File: src/rtl/seg_scan_ctrl.sv
// rtl/seg_scan_ctrl.sv - multiplexed seven-segment scan controller with double-buffered digits
//
// Ports:
//   clk, rst_n   clock (rising edge) and asynchronous active-low reset
//   value_in     packed nibbles, nibble i = digit i (digit 0 least significant)
//   load         one-cycle strobe capturing value_in into the pending buffer
//   digit_en     per-digit enable, 0 keeps that digit dark
//   lz_blank     1 blanks leading zero digits (digit 0 is never blanked)
//   num          nibble to the shared decoder, 4'hf is the blank code
//   an           active-low anodes, at most one low at a time
//   pending      a loaded value is waiting for the next frame boundary
//   frame_tick   one-cycle pulse as a new frame begins at digit 0

module seg_scan_ctrl #(
    parameter int NUM_DIGITS   = 4,
    parameter int DWELL_CYCLES = 100000,
    parameter int GUARD_CYCLES = 1000
) (
    input  logic                    clk,
    input  logic                    rst_n,
    input  logic [4*NUM_DIGITS-1:0] value_in,
    input  logic                    load,
    input  logic [NUM_DIGITS-1:0]   digit_en,
    input  logic                    lz_blank,
    output logic [3:0]              num,
    output logic [NUM_DIGITS-1:0]   an,
    output logic                    pending,
    output logic                    frame_tick
);

    localparam int MAXC = (DWELL_CYCLES > GUARD_CYCLES) ? DWELL_CYCLES : GUARD_CYCLES;
    localparam int CW   = (MAXC > 1) ? $clog2(MAXC) : 1;
    localparam int IW   = $clog2(NUM_DIGITS);

    localparam logic [CW-1:0] DWELL_LAST = CW'(DWELL_CYCLES - 1);
    localparam logic [CW-1:0] GUARD_LAST = CW'(GUARD_CYCLES - 1);
    localparam logic [IW-1:0] IDX_LAST   = IW'(NUM_DIGITS - 1);

    typedef enum logic {
        GUARD = 1'b0,
        SHOW  = 1'b1
    } state_t;

    state_t                  state, state_n;
    logic [CW-1:0]           count, count_n;
    logic [IW-1:0]           idx, idx_n;
    logic [4*NUM_DIGITS-1:0] shown;
    logic [4*NUM_DIGITS-1:0] pend_reg;
    logic                    boundary;
    logic [NUM_DIGITS-1:0]   visible;
    logic [NUM_DIGITS-1:0]   an_n;
    logic [3:0]              num_n;
    logic                    all_zero;

    // Sequencing: one counter shared by both states, cleared on every change.
    always_comb begin
        state_n  = state;
        count_n  = count + 1'b1;
        idx_n    = idx;
        boundary = 1'b0;
        case (state)
            GUARD: begin
                if (count == GUARD_LAST) begin
                    state_n = SHOW;
                    count_n = '0;
                end
            end
            SHOW: begin
                if (count == DWELL_LAST) begin
                    state_n = GUARD;
                    count_n = '0;
                    if (idx == IDX_LAST) begin
                        idx_n    = '0;
                        boundary = 1'b1;
                    end else begin
                        idx_n = idx + 1'b1;
                    end
                end
            end
            default: begin
                state_n = GUARD;
                count_n = '0;
            end
        endcase
    end

    // A digit is leading-blanked when it and every more significant digit is zero.
    always_comb begin
        visible  = '0;
        all_zero = 1'b0;
        for (int i = 0; i < NUM_DIGITS; i++) begin
            all_zero = 1'b1;
            for (int j = i; j < NUM_DIGITS; j++) begin
                if (shown[4*j +: 4] != 4'h0) begin
                    all_zero = 1'b0;
                end
            end
            visible[i] = digit_en[i] & ~(lz_blank & (i != 0) & all_zero);
        end
    end

    // Outputs are registered from the next-state view so they line up with the state.
    always_comb begin
        an_n  = '1;
        num_n = 4'hf;
        if (state_n == SHOW && visible[idx_n]) begin
            an_n[idx_n] = 1'b0;
            num_n       = shown[{idx_n, 2'b00} +: 4];
        end
    end

    always_ff @(posedge clk or negedge rst_n) begin
        if (!rst_n) begin
            state      <= GUARD;
            count      <= '0;
            idx        <= '0;
            shown      <= '0;
            pend_reg   <= '0;
            pending    <= 1'b0;
            frame_tick <= 1'b0;
            an         <= '1;
            num        <= 4'hf;
        end else begin
            state      <= state_n;
            count      <= count_n;
            idx        <= idx_n;
            frame_tick <= boundary;
            an         <= an_n;
            num        <= num_n;
            if (boundary) begin
                // A load landing on the boundary goes straight to the display.
                if (load) begin
                    shown    <= value_in;
                    pend_reg <= value_in;
                    pending  <= 1'b0;
                end else if (pending) begin
                    shown   <= pend_reg;
                    pending <= 1'b0;
                end
            end else if (load) begin
                pend_reg <= value_in;
                pending  <= 1'b1;
            end
        end
    end

endmodule

File: config.mk
export PLATFORM = sky130hd
export DESIGN_NAME = seg_scan_ctrl
export DESIGN_NICKNAME = d
export VERILOG_FILES = /design/src/rtl/seg_scan_ctrl.sv
export SDC_FILE = /design/constraint.sdc
export NUM_CORES = 1
export LEC_CHECK = 0
export ABC_CLOCK_PERIOD_IN_PS = 2600
export CORE_UTILIZATION = 45
export DETAILED_ROUTE_END_ITERATION = 8
export PLACE_DENSITY = 0.67
export SLEW_MARGIN = 20
export SYNTH_ARGS = -nofsm -noshare
export SYNTH_HDL_FRONTEND = slang
export SYNTH_SLANG_ARGS = --single-unit
File: constraint.sdc
create_clock -name clk -period 2.6 [get_ports clk]
set_clock_uncertainty 0.15 [all_clocks]
set_input_delay 0.52 -clock clk [delete_from_list [all_inputs] [get_ports clk]]
set_output_delay 0.52 -clock clk [all_outputs]
set_load 0.1 [all_outputs]
* Yosys cells after proc, flatten, opt, wreduce, memory -nomap -nowiden
Index checks and enable logic that the tools add are counted.
W data, S select, Z words.
** Cells by class
- Reductions and logical operators :: 8
- Shift-type cells :: 1
- Div/mod/pow operators :: 0
- $lt $le $gt $ge :: 2
- Equality and inequality tests :: 3
- Muxes and demuxes :: 28
- Bitwise gates (word level) :: 11
- Add/subtract/negate cells :: 2
- Multiply operators :: 0
** Operator list (count)
- $mux W17 :: 2
- $pmux W17 S2 :: 1
- $mux W16 :: 2
- $add A17 B1 Y17 const B :: 1
- $eq A17 B10 Y1 const B :: 1
- $eq A17 B17 Y1 const B :: 1
- $shiftx A16 B5 Y4 :: 1
- $mux W1 :: 15
- $reduce_bool A4 Y1 :: 3
- $mux W4 :: 2
- $and A1 B1 Y1 :: 6
- $mux W2 :: 3
- $not A1 Y1 :: 4
- $not A4 Y4 :: 1
- $reduce_bool A2 Y1 :: 2
- $lt A2 B3 Y1 const B :: 1
- $add A2 B1 Y2 const B :: 1
- $bmux W1 S2 :: 1
- $demux W1 S2 :: 1
- $eq A2 B2 Y1 const B :: 1
- $ge A2 B1 Y1 const B :: 1
- $logic_and A1 B1 Y1 :: 2
- $pmux W1 S2 :: 1
- $reduce_and A2 Y1 :: 1
** Word-level totals
- Output and inout bits :: 10
- Flip-flop bits (word level) :: 62
- Bits of input ports :: 24
- Bits in read-only memories :: 0
- Memory bits (writable) :: 0
- Logic and storage cells :: 64
- Memories kept :: 0
- Latch bits :: 0

* Depth between registers and ports, before layout
- Word-level depth :: 11
- Depth in mapped cells :: 8
- Depth with buffers taken out :: 8

* Worst setup path after synthesis
OpenSTA, ideal clock, no wires.
- Kind :: reg-to-reg
- Start point :: register count[11]
- End point :: register num[0]
- Cell stages (with the launch flop) :: 7
- Library setup time :: 0.081 ns
- Required time :: 2.369 ns
- Path slack :: 0.183 ns
- Arrival :: 2.185 ns
- Cells stage by stage :: dfrtp_1 -> or4_4 -> nor4_4 -> a21bo_2 -> and2_4 -> mux2_2 -> o211ai_1
** Between the ends
- Longest elaborated chain between the ends :: 7
** RTL lines
- start: declaration :: line 45 : logic [CW-1:0] count, count_n;
- start signal: assignment :: line 125 : count <= count_n;
- branches (longest 6 deep; another with $eq A17 B17 Y1)
- $mux W4 * :: line 106 : if (state_n == SHOW && visible[idx_n]) begin
- net num_n[0] :: line 52 : logic [3:0] num_n;
- end signal: assignment :: line 129 : num <= num_n;
- end: declaration :: line 25 : output logic [3:0] num,
Mark *: on every way through the listed nets, which the timed path passes. The select of a mux whose other input is x is not followed.
A chain may end at the register's enable or synchronous reset.

* Worst setup path in the final report
Same ends and word-level chain as after synthesis.

==> impl_summary.md <==
Final layout
After routing the design area is 0.00345 mm2. Once layout is complete, the cells apart from fillers number 357. The register with the most flip-flops in the layout has 17 of them.

0 antenna diodes ended up in the layout. In the layout the commonest cells are dfrtp_1 (54), mux2_2 (34), nor2_1 (25). Relative to the synthesized area, the layout overhead comes to 22.1%. The net count of the finished layout is 303. The share of layout cells above drive strength 1 is 31.2%. The most common cell after layout, fill and taps aside is dfrtp_1.

Floorplan
After floorplanning, the core was divided into 28 placement rows. The number of primary I/O pins is 34. The core region area is 0.00599 mm2. The total die area is 0.00660 mm2. The die span in y is 81.3 um. The die outline width is 81.3 um. Once the floorplan was initialized, standard cells occupied 47.2% of the core.

Detailed routing
The average detailed-routed wire length per instance is 14.8 um. The number of nets with antenna violations after routing is 0. The wire length after detailed routing is 5.30 mm. Across all layers, the routed design uses 1,871 vias.

Dividing the detail-routed via count by the number of cells gives 5.24. The total DRC errors in the routed layout is 0. The number of design-rule violations left by the first detailed-router iteration is 52. The first TritonRoute pass finished after 4 iterations.

Yosys
For this run, the number of Yosys warnings is 0. Counting flops and latches in the post-synthesis netlist gives 62. The sequential fraction of the synthesis area is 55.2%. After technology mapping, the gate count stands at 228.

The async set or reset register ratio after synthesis is 100%. After synthesis the cells add up to 0.00283 mm2. Counting flops with a built-in enable in the synthesized netlist gives 0. The most instantiated flip-flop cell in the synthesis netlist is dfrtp_1. Yosys mapped the design onto 42 distinct sky130hd cell types. The synthesized area per cell is 12.4 um2. Synthesis produced a netlist with a net count of 254.

Setup path
The slowest stage cell on the critical path is or4_4. The maximum fanout count along the critical path is 14. STA puts the critical path data arrival time at 2.54 ns. The data required time at the worst endpoint is 2.71 ns. The maximum cell stage delay along the critical path is 0.57 ns. The signal on the critical path passes through or4_4 -> nor4_4 -> a21bo_2 -> and2_4 -> mux2_2 -> o211ai_1. STA classifies the critical path endpoint as a flip-flop. The critical path starts at count[11]$_DFF_PN0_. The number of cells on the worst reg-to-reg path is 6. STA classifies the critical path startpoint as a flip-flop. The category of the most critical setup path is reg -> reg. The origin of the critical flop-to-flop path is count[11]$_DFF_PN0_.

Timing
The final period demand of the worst path is 2.43 ns. Adding up every negative setup slack in the final design gives 0 ns. Setup repair after global routing left no endpoint under its margin. The worst slew margin relative to its limit is 66.6%. The transition time at the pin with the least slew margin is 0.501 ns. Setup violations remaining at the end of the flow were counted as 0.

Based on the critical path, the design can be clocked at up to 0.412 GHz. The number of hold violations in the final report is 0. The count of final max-slew check failures is 0. The post-route clock period utilization is 93.4%.

Power and ir drop
The analysis attributes to cell leakage a power of 0.00154 uW. The portion of total power attributed to combinational logic is 6.1%. Dividing total power by cell area gives a power density of 565 mW/mm2. The maximum VDD drop is 320 uV.

The switching share of power is 21.8%. The clock network accounts for 42.8% of the total power. In this run, flip-flops and latches consume 51.1% of the power. The internal power consumption is 1520 uW. The analysis attributes to net switching a power of 425 uW.

GRT
The initial antenna violation count is 0. The total congestion overflow after global routing is 0. Global routing consumed, on the met1 layer, 22.9% of the routing resources. Global routing used 18.5% of the available tracks.

The via count of the first global-routing pass is 1,915. met2 is the most crowded layer. For met2 alone, demand over resource in global routing was 29.1%. The first global-routing pass estimated 8.87 mm of wire. The maximum number of pins on one net before global-route repair is 28. For met3 alone, demand over resource in global routing was 5.39%.

Worst hold path
Counting instances, the worst hold path has a depth of 1. The startpoint identified for the worst hold timing path is count[0]$_DFF_PN0_. In this run the worst hold path is classified as reg -> reg.

Placement
The wire-length estimate of the detail-placed layout is 3.83 mm. The cell area reported after detailed placement is 0.00325 mm2. Port buffering added 33 buffers. Including well taps, the total number of placed cells is 340.

The congestion estimate from routability-driven global placement came to 0.836.

Clocking
The maximum root-to-sink buffer count is 2. In this run the number of H-tree levels came out at 3. CTS saw 62 sinks. The clock-pin transition on the worst setup and hold timing paths is 0.07 ns. The clock network latency to the later pin of the worst-skew pair is 0.34 ns. Counting the buffers created by CTS gives 9. Clock tree synthesis selected as its root buffer the cell clkbuf_8. Once the clock tree was built, the setup fixing pass inserted 0 buffers. The CTS tree is yes. The number of gates resized after CTS was 0.

Run status
The run finished with clean final reports.

Run
The max-cap violation count is 0.
## area by class of cell
cell class | instances | area [um2]
clock inverters | 4 | 47.5
multi-input cells | 152 | 1180
clock buffers | 12 | 145
fillers | 506 | 2540
inverters | 8 | 30.0
well taps | 75 | 93.8
repair buffers | 44 | 398
flip-flops and latches | 62 | 1560
## power by group through the flow
stage	Sequential [uW]	Combinational (uW)	Clock (uW)
2_1_floorplan	1010	49.4	0
3_3_place_gp	1010	119	0
6_report	995	119	835
4_1_cts	995	122	856
5_1_grt	996	133	891
3_5_place_dp	1010	120	0
## timing repair
item	in CTS	in global routing
hold endpoints to repair	17	0
setup endpoints to repair	0	4
hold buffers	1	0
## metal layers
metal  vias up  wire (um)  part of all wire (%)
met5         -          0                     0
met4         0        138                   2.6
met3        13        170                   3.2
met2        31       2570                    49
met1       910       2420                    46
li1        917          -                     -
## worst paths after layout
kind                       slack, ns                 end
max in group asynchronous       1.10     an[0]$_DFF_PN1_
min in group asynchronous       0.53  count[2]$_DFF_PN0_
max                             0.17    num[0]$_DFF_PN1_
min                             0.32  count[0]$_DFF_PN0_
min reg2reg                     0.32  count[0]$_DFF_PN0_
max reg2reg                     0.17    num[0]$_DFF_PN1_
## worst max-delay path, delay by kind of cell (launching register included)
family / cells / cell delay [ns]
and+or+nand+nor: 3 / 1.08
muxes: 1 / 0.36
AOI/OAI and AO/OA: 2 / 0.38
DFF: 1 / 0.39
## logic make-up after synthesis
logic type | count (synthesis) | synth area share [%]
adders and majority gates | 2 | 0.885
DFF | 62 | 55.2
AOI/OAI and AO/OA | 18 | 4.74
and+or+nand+nor | 82 | 17.0
buffers and inverters | 14 | 3.14
muxes | 35 | 14.3
xor gates and xnor gates | 15 | 4.65
## metrics by stage
step	power, uW	util, %	hold slack, ns	setup slack [ns]
2_1_floorplan	1060	-	0.0744	0.183
3_3_place_gp	1130	54.2	0.299	-0.0754
3_5_place_dp	1130	54.2	0.312	-0.104
4_1_cts	1970	57.6	0.316	0.0335
5_1_grt	2020	57.6	0.343	0.0715
6_report	1950	57.6	0.315	0.172
## cell usage after synthesis, drive strengths merged (2+ instances only)
master,instances,area [um2]
or4,2,18.8
nand4,4,40.0
o211ai,3,22.5
o31ai,2,15.0
clkbuf,4,15.0
nor3,7,35.0
dfrtp,54,1350
xnor2,8,70.1
dfstp,8,210
ha,2,25.0
nand2,9,33.8
inv,8,30.0
and4,2,17.5
o311ai,5,43.8
nor2,25,93.8
o21ai,2,10.0
mux2,34,383
a21oi,2,10.0
nand3,9,45.0
nand4b,7,61.3
and3,6,41.3
nor4,4,40.0
xor2,7,61.3
No activity file was read; power rests on OpenSTA's default activity.
